<file path="src/rtl/bp_pkg.sv">
// Package shared by the gshare predictor and its branch resolve queue.
// Holds the predictor widths, the queued prediction record and the queue FSM states.
package bp_pkg;

    localparam int unsigned PC_W   = 7;
    localparam int unsigned HIST_W = 7;

    // One issued prediction, as captured at predict time.
    typedef struct packed {
        logic [PC_W-1:0]   pc;
        logic [HIST_W-1:0] history;
        logic              pred_taken;
    } bp_entry_t;

    typedef enum logic {
        RUN   = 1'b0,
        FLUSH = 1'b1
    } brq_state_e;

endpackage

</file>
<file path="src/rtl/brq_storage.sv">
// brq_storage: DEPTH x bp_entry_t register array for the branch resolve queue.
// Ports:
//   clk   - clock, rising edge
//   we    - write enable
//   waddr - write index
//   wdata - entry to write
//   raddr - read index (combinational read)
//   rdata - entry at raddr
// Contents are not reset; occupancy is tracked by the owner.
module brq_storage
    import bp_pkg::*;
#(
    parameter int unsigned DEPTH = 8
) (
    input  logic                     clk,
    input  logic                     we,
    input  logic [$clog2(DEPTH)-1:0] waddr,
    input  bp_entry_t                wdata,
    input  logic [$clog2(DEPTH)-1:0] raddr,
    output bp_entry_t                rdata
);

    bp_entry_t mem [DEPTH];

    always_ff @(posedge clk) begin
        if (we) begin
            mem[waddr] <= wdata;
        end
    end

    assign rdata = mem[raddr];

endmodule

</file>
<file path="src/rtl/branch_resolve_queue.sv">
// branch_resolve_queue: in-order queue of issued gshare predictions. Retires entries
// against resolved outcomes, drives the predictor training interface, and on a
// mispredict drops all younger (wrong-path) entries and pulses flush for one cycle.
// Ports:
//   clk, rst                      - clock, synchronous active-high reset
//   enq_valid/pc/history/pred_taken, enq_ready  - prediction capture
//   resolve_valid/taken, resolve_ready          - oldest branch outcome
//   train_valid/taken/mispredicted/history/pc   - registered training strobe + data
//   flush                         - one-cycle wrong-path flush
//   count                         - occupancy
//   stat_resolved, stat_mispred   - statistics counters
// Optional feature: define BRQ_STATS_EN to build the saturating statistics counters;
// otherwise the stat outputs are tied to 0.
module branch_resolve_queue
    import bp_pkg::*;
#(
    parameter int unsigned DEPTH  = 8,
    parameter int unsigned PC_W   = bp_pkg::PC_W,
    parameter int unsigned HIST_W = bp_pkg::HIST_W,
    parameter int unsigned CNT_W  = 16
) (
    input  logic                     clk,
    input  logic                     rst,
    input  logic                     enq_valid,
    input  logic [PC_W-1:0]          enq_pc,
    input  logic [HIST_W-1:0]        enq_history,
    input  logic                     enq_pred_taken,
    output logic                     enq_ready,
    input  logic                     resolve_valid,
    input  logic                     resolve_taken,
    output logic                     resolve_ready,
    output logic                     train_valid,
    output logic                     train_taken,
    output logic                     train_mispredicted,
    output logic [HIST_W-1:0]        train_history,
    output logic [PC_W-1:0]          train_pc,
    output logic                     flush,
    output logic [$clog2(DEPTH):0]   count,
    output logic [CNT_W-1:0]         stat_resolved,
    output logic [CNT_W-1:0]         stat_mispred
);

    localparam int unsigned PTR_W = $clog2(DEPTH);
    localparam int unsigned OCC_W = PTR_W + 1;
    localparam logic [OCC_W-1:0] FULL = OCC_W'(DEPTH);

    logic [PTR_W-1:0] head_q, head_d, tail_q, tail_d;
    logic [OCC_W-1:0] count_q, count_d;
    brq_state_e       state_q, state_d;
    bp_entry_t        wr_entry, rd_entry;
    logic             enq_fire, res_fire, mispredict;

    assign enq_ready     = (state_q == RUN) && (count_q != FULL);
    assign resolve_ready = (count_q != '0);
    assign enq_fire      = enq_valid && enq_ready;
    assign res_fire      = resolve_valid && resolve_ready;
    assign mispredict    = res_fire && (resolve_taken != rd_entry.pred_taken);
    assign flush         = (state_q == FLUSH);
    assign count         = count_q;

    assign wr_entry = '{pc: enq_pc, history: enq_history, pred_taken: enq_pred_taken};

    brq_storage #(
        .DEPTH (DEPTH)
    ) u_storage (
        .clk   (clk),
        // A same-cycle enqueue during a mispredict is wrong-path; don't write it.
        .we    (enq_fire && !mispredict),
        .waddr (tail_q),
        .wdata (wr_entry),
        .raddr (head_q),
        .rdata (rd_entry)
    );

    // Pointer/occupancy next state. Full vs empty is told apart by count only.
    always_comb begin
        head_d  = head_q;
        tail_d  = tail_q;
        count_d = count_q;
        if (mispredict) begin
            head_d  = '0;
            tail_d  = '0;
            count_d = '0;
        end else begin
            if (res_fire) head_d = head_q + PTR_W'(1);
            if (enq_fire) tail_d = tail_q + PTR_W'(1);
            case ({enq_fire, res_fire})
                2'b10:   count_d = count_q + OCC_W'(1);
                2'b01:   count_d = count_q - OCC_W'(1);
                default: count_d = count_q;
            endcase
        end
    end

    // FLUSH lasts exactly one cycle so the predictor can restore its GHR.
    always_comb begin
        state_d = state_q;
        unique case (state_q)
            RUN:     if (mispredict) state_d = FLUSH;
            FLUSH:   state_d = RUN;
            default: state_d = RUN;
        endcase
    end

    always_ff @(posedge clk) begin
        if (rst) begin
            state_q <= RUN;
            head_q  <= '0;
            tail_q  <= '0;
            count_q <= '0;
        end else begin
            state_q <= state_d;
            head_q  <= head_d;
            tail_q  <= tail_d;
            count_q <= count_d;
        end
    end

    // Training outputs: data fields hold when no resolve is accepted.
    always_ff @(posedge clk) begin
        if (rst) begin
            train_valid        <= 1'b0;
            train_taken        <= 1'b0;
            train_mispredicted <= 1'b0;
            train_history      <= '0;
            train_pc           <= '0;
        end else begin
            train_valid <= res_fire;
            if (res_fire) begin
                train_taken        <= resolve_taken;
                train_mispredicted <= mispredict;
                train_history      <= rd_entry.history;
                train_pc           <= rd_entry.pc;
            end
        end
    end

`ifdef BRQ_STATS_EN
    logic [CNT_W-1:0] stat_resolved_q, stat_mispred_q;

    always_ff @(posedge clk) begin
        if (rst) begin
            stat_resolved_q <= '0;
            stat_mispred_q  <= '0;
        end else begin
            if (res_fire && (stat_resolved_q != '1)) stat_resolved_q <= stat_resolved_q + 1'b1;
            if (mispredict && (stat_mispred_q != '1)) stat_mispred_q <= stat_mispred_q + 1'b1;
        end
    end

    assign stat_resolved = stat_resolved_q;
    assign stat_mispred  = stat_mispred_q;
`else
    assign stat_resolved = '0;
    assign stat_mispred  = '0;
`endif

endmodule

</file>
<file path="config.mk">
export PLATFORM = sky130hd
export DESIGN_NAME = branch_resolve_queue
export DESIGN_NICKNAME = d
export VERILOG_FILES = /design/src/rtl/bp_pkg.sv /design/src/rtl/brq_storage.sv /design/src/rtl/branch_resolve_queue.sv
export SDC_FILE = /design/constraint.sdc
export NUM_CORES = 1
export LEC_CHECK = 0
export CAP_MARGIN = 20
export CORE_MARGIN = 3
export CORE_UTILIZATION = 50
export DETAILED_ROUTE_END_ITERATION = 10
export PLACE_DENSITY = 0.78
export SETUP_SLACK_MARGIN = 0.15
export SLEW_MARGIN = 20
export SYNTH_ARGS = -nofsm -noshare
export SYNTH_HDL_FRONTEND = slang
export SYNTH_SLANG_ARGS = --single-unit
export TNS_END_PERCENT = 20
</file>
<file path="constraint.sdc">
create_clock -name clk -period 3.5 [get_ports clk]
set_input_delay 0.7 -clock clk [delete_from_list [all_inputs] [get_ports clk]]
set_output_delay 0.7 -clock clk [all_outputs]
set_load 0.05 [all_outputs]
</file>
==> flow_metrics.tcl <==
set metrics [dict create \
    place_hpwl_mm 6.89 \
    post_cts_buffers 0 \
    clk_pin_slew_worst_paths_ns 0.06 \
    criticalPathCategory "reg -> out" \
    drc 0 \
    status "completed" \
    synthMostInstantiatedCell "edfxtp_1" \
    ys_top_cells_by_count "edfxtp_1, buf_4, dfxtp_1, mux4_2, mux2i_1" \
    dp_cells 529 \
    critical_path.cell_chain "or4b_1 > nor2b_1 > clkdlybuf4s50_1" \
    min-delay-start "train_taken" \
    numCtsBuffers 17 \
    drt_first_pass_iters 4 \
    clock_skew_ns 0.00880 \
    drive_above_1_share_pct 21.5 \
    synth_edf_count 120 \
    hold_path_end "train_taken" \
    yosysTopAreaCell "edfxtp_1" \
    grtUsageTotal_pct 18.6 \
    crit_arrival_ns 2.22 \
    fillCellCount 806 \
    synthXorXnorAreaFrac_pct 0.868 \
    synth_warnings 0 \
    post-route-util_pct 62.2 \
    port_buffers 43 \
    postCtsHoldBufs 0 \
    setup_tns_ns 0 \
    synthMuxAreaShare_pct 14.3 \
    ff2ff_path_depth 7 \
    cts_tree "yes" \
    synth_top_family_by_area "multiplexers" \
    ir_worst_vdd_mv 0.462 \
    max_slew_margin_pct 30.2 \
    synth-compound-area-share_pct 2.56 \
    fin_nets 432 \
    cap_violations 0 \
    die-width_um 116 \
    grt.overflow.total 0 \
    hold_viol_final 0 \
    num_antenna_cells 0 \
    synth_top_area_share_pct 59.5 \
    insertion_delay_ns 0.41 \
    critPathMaxStageDelay_ns 0.69 \
    slew_violations 0 \
    cp_max_fo 6 \
    period_minus_slack_ns 2.92 \
    die_area_um2 13500 \
    finalSetupViolations 0 \
    vias_per_cell 5.53 \
    cts_root_buf "clkbuf_16" \
    min_period_over_period_pct 83.5 \
    die_y_um 116 \
    holdPathStages 2 \
    max_slew.worst_pin.slew_ns 1.04 \
    leakage_nw 2.40 \
    yosysSeqAreaShare_pct 69.8 \
    ys_dominant_reg_cell "edfxtp_1" \
    initial_utilization_pct 52.1 \
    slowest_stage "clkdlybuf4s50_1" \
    syn_inst 348 \
    cp-end-kind "primary output" \
    core_area_um2 11600 \
    r2r_start "count[0]" \
    grt_pass1_vias 3141 \
    ys_top_cells_by_area "edfxtp_1, mux4_2, dfxtp_1" \
    worstHoldPathType "reg -> reg" \
    async_flop_share_pct 0 \
    grt_pass1_wl_mm 18.0 \
    ys_types 36 \
    avgSynthCellArea_um2 17.4 \
    dp_slack_ns 0.353 \
    ant_nets 0 \
    cp.required_ns 2.80 \
    fin_ws_ns 0.579 \
    p_per_area_nw_per_um2 827 \
    htreeDepth 4 \
    rsz0062_at_grt "false" \
    antenna_found_initial 0 \
    yosys.area_share.simple_pct 4.98 \
    initialDrtViolationCount 194 \
    timing.fmax_ghz 0.342 \
    ys_seq_elements 151 \
    vias 3109 \
    area_growth_pct 19.3 \
    routedWlPerCell_um 20.4 \
    clock-sinks 151 \
    whs_ns 0.463 \
    gp_congestion 0.769 \
    rows 39 \
    layout.cells.non_filler 562 \
    syn-cell-area_um2 6050 \
    ff2ff_setup_slack_ns 0.65 \
    cp-start-kind "flop" \
    clockBufferDepth 2 \
    post_cts_resize_count 0 \
    boundaryPins 76 \
    grt_max_degree 30 \
    synthAdderAreaFrac_pct 1.36 \
    r2r-end "u_storage.mem[7][0]" \
    routed_wl_mm 11.5 \
]
-- critical path, delay by kind of cell, from the launching register on --
kind	cells	cell delay, ns
and+or+nand+nor	2	0.75
buffers and inverters	1	0.69
DFF	1	0.37
-- flip-flops by register name, indices dropped and copies added, names as in the netlist, named ones only --
name	cells
train_mispredicted	1
flush	1
tail_q	3
train_taken	1
train_pc	7
train_valid	1
train_history	7
head_q	3
count	4
u_storage.mem	120
-- cells by family (layout without fill, tap and decap cells) --
family,Yosys count,count (layout)
multiplexers,50,50
adder cells (fa/ha/maj),6,6
buffers and inverters,56,96
AND/OR/NAND/NOR,56,56
AO/OA/AOI/OAI,22,22
flip-flops,151,151
XOR/XNOR,6,6
other,1,32
-- cell type report --
type	instances	area [um2]	area share, %
sequential	151	4230	58.5
clock buffer	18	439	6.08
tap	143	179	2.48
inverter	5	21.3	0.295
clock inverter	14	174	2.41
timing repair buffer	59	549	7.61
multi-input combinational	172	1630	22.6
-- through the flow --
step                instance area (um2)  total power, W
CTS                                7210         0.00601
floorplan                          6170         0.00367
global route                       7220         0.00626
finish                             7220         0.00597
global placement                   6600         0.00409
detailed placement                 6590         0.00414
-- power breakdown --
| part | internal [W] | switching [W] | leakage [nW] |
|---|---|---|---|
| Sequential | 0.00218 | 0.000128 | 1.34 |
| Clock | 0.00115 | 0.000708 | 0.297 |
| Combinational | 0.000697 | 0.00110 | 0.757 |
| Total | 0.00403 | 0.00194 | 2.40 |
-- routing by layer --
metal	vias to the layer above	routed length, um	GRT usage [%]
li1	1405	-	-
met1	1556	4820	25.1
met2	134	5700	29.7
met3	14	774	4.13
met4	0	159	7.42
met5	-	0	0
-- cell usage in the layout (no fill, tap or decap), drive strengths merged, types with 15 or more instances in the layout --
cell type,netlist,routed
dfxtp,31,31
conb,1,32
nor2,18,18
a211oi,15,15
edfxtp,120,120
mux4,29,29
mux2i,21,21
buf,45,17
clkbuf,6,18
clkdlybuf4s50,0,42
-- worst max-delay path by stage --
stage | to | slack [ns] | cells past startpoint | start
3_3_place_gp | count[3] | 0.41 | 9 | enq_valid
6_report | enq_ready | 0.58 | 3 | count[0]
5_1_grt | enq_ready | 0.47 | 3 | count[0]
3_5_place_dp | count[3] | 0.35 | 9 | enq_valid
4_1_cts | enq_ready | 0.56 | 3 | count[0]
2_1_floorplan | u_storage.mem[5][0] | -0.14 | 7 | count[0]
(Power assumes the default switching activity.)
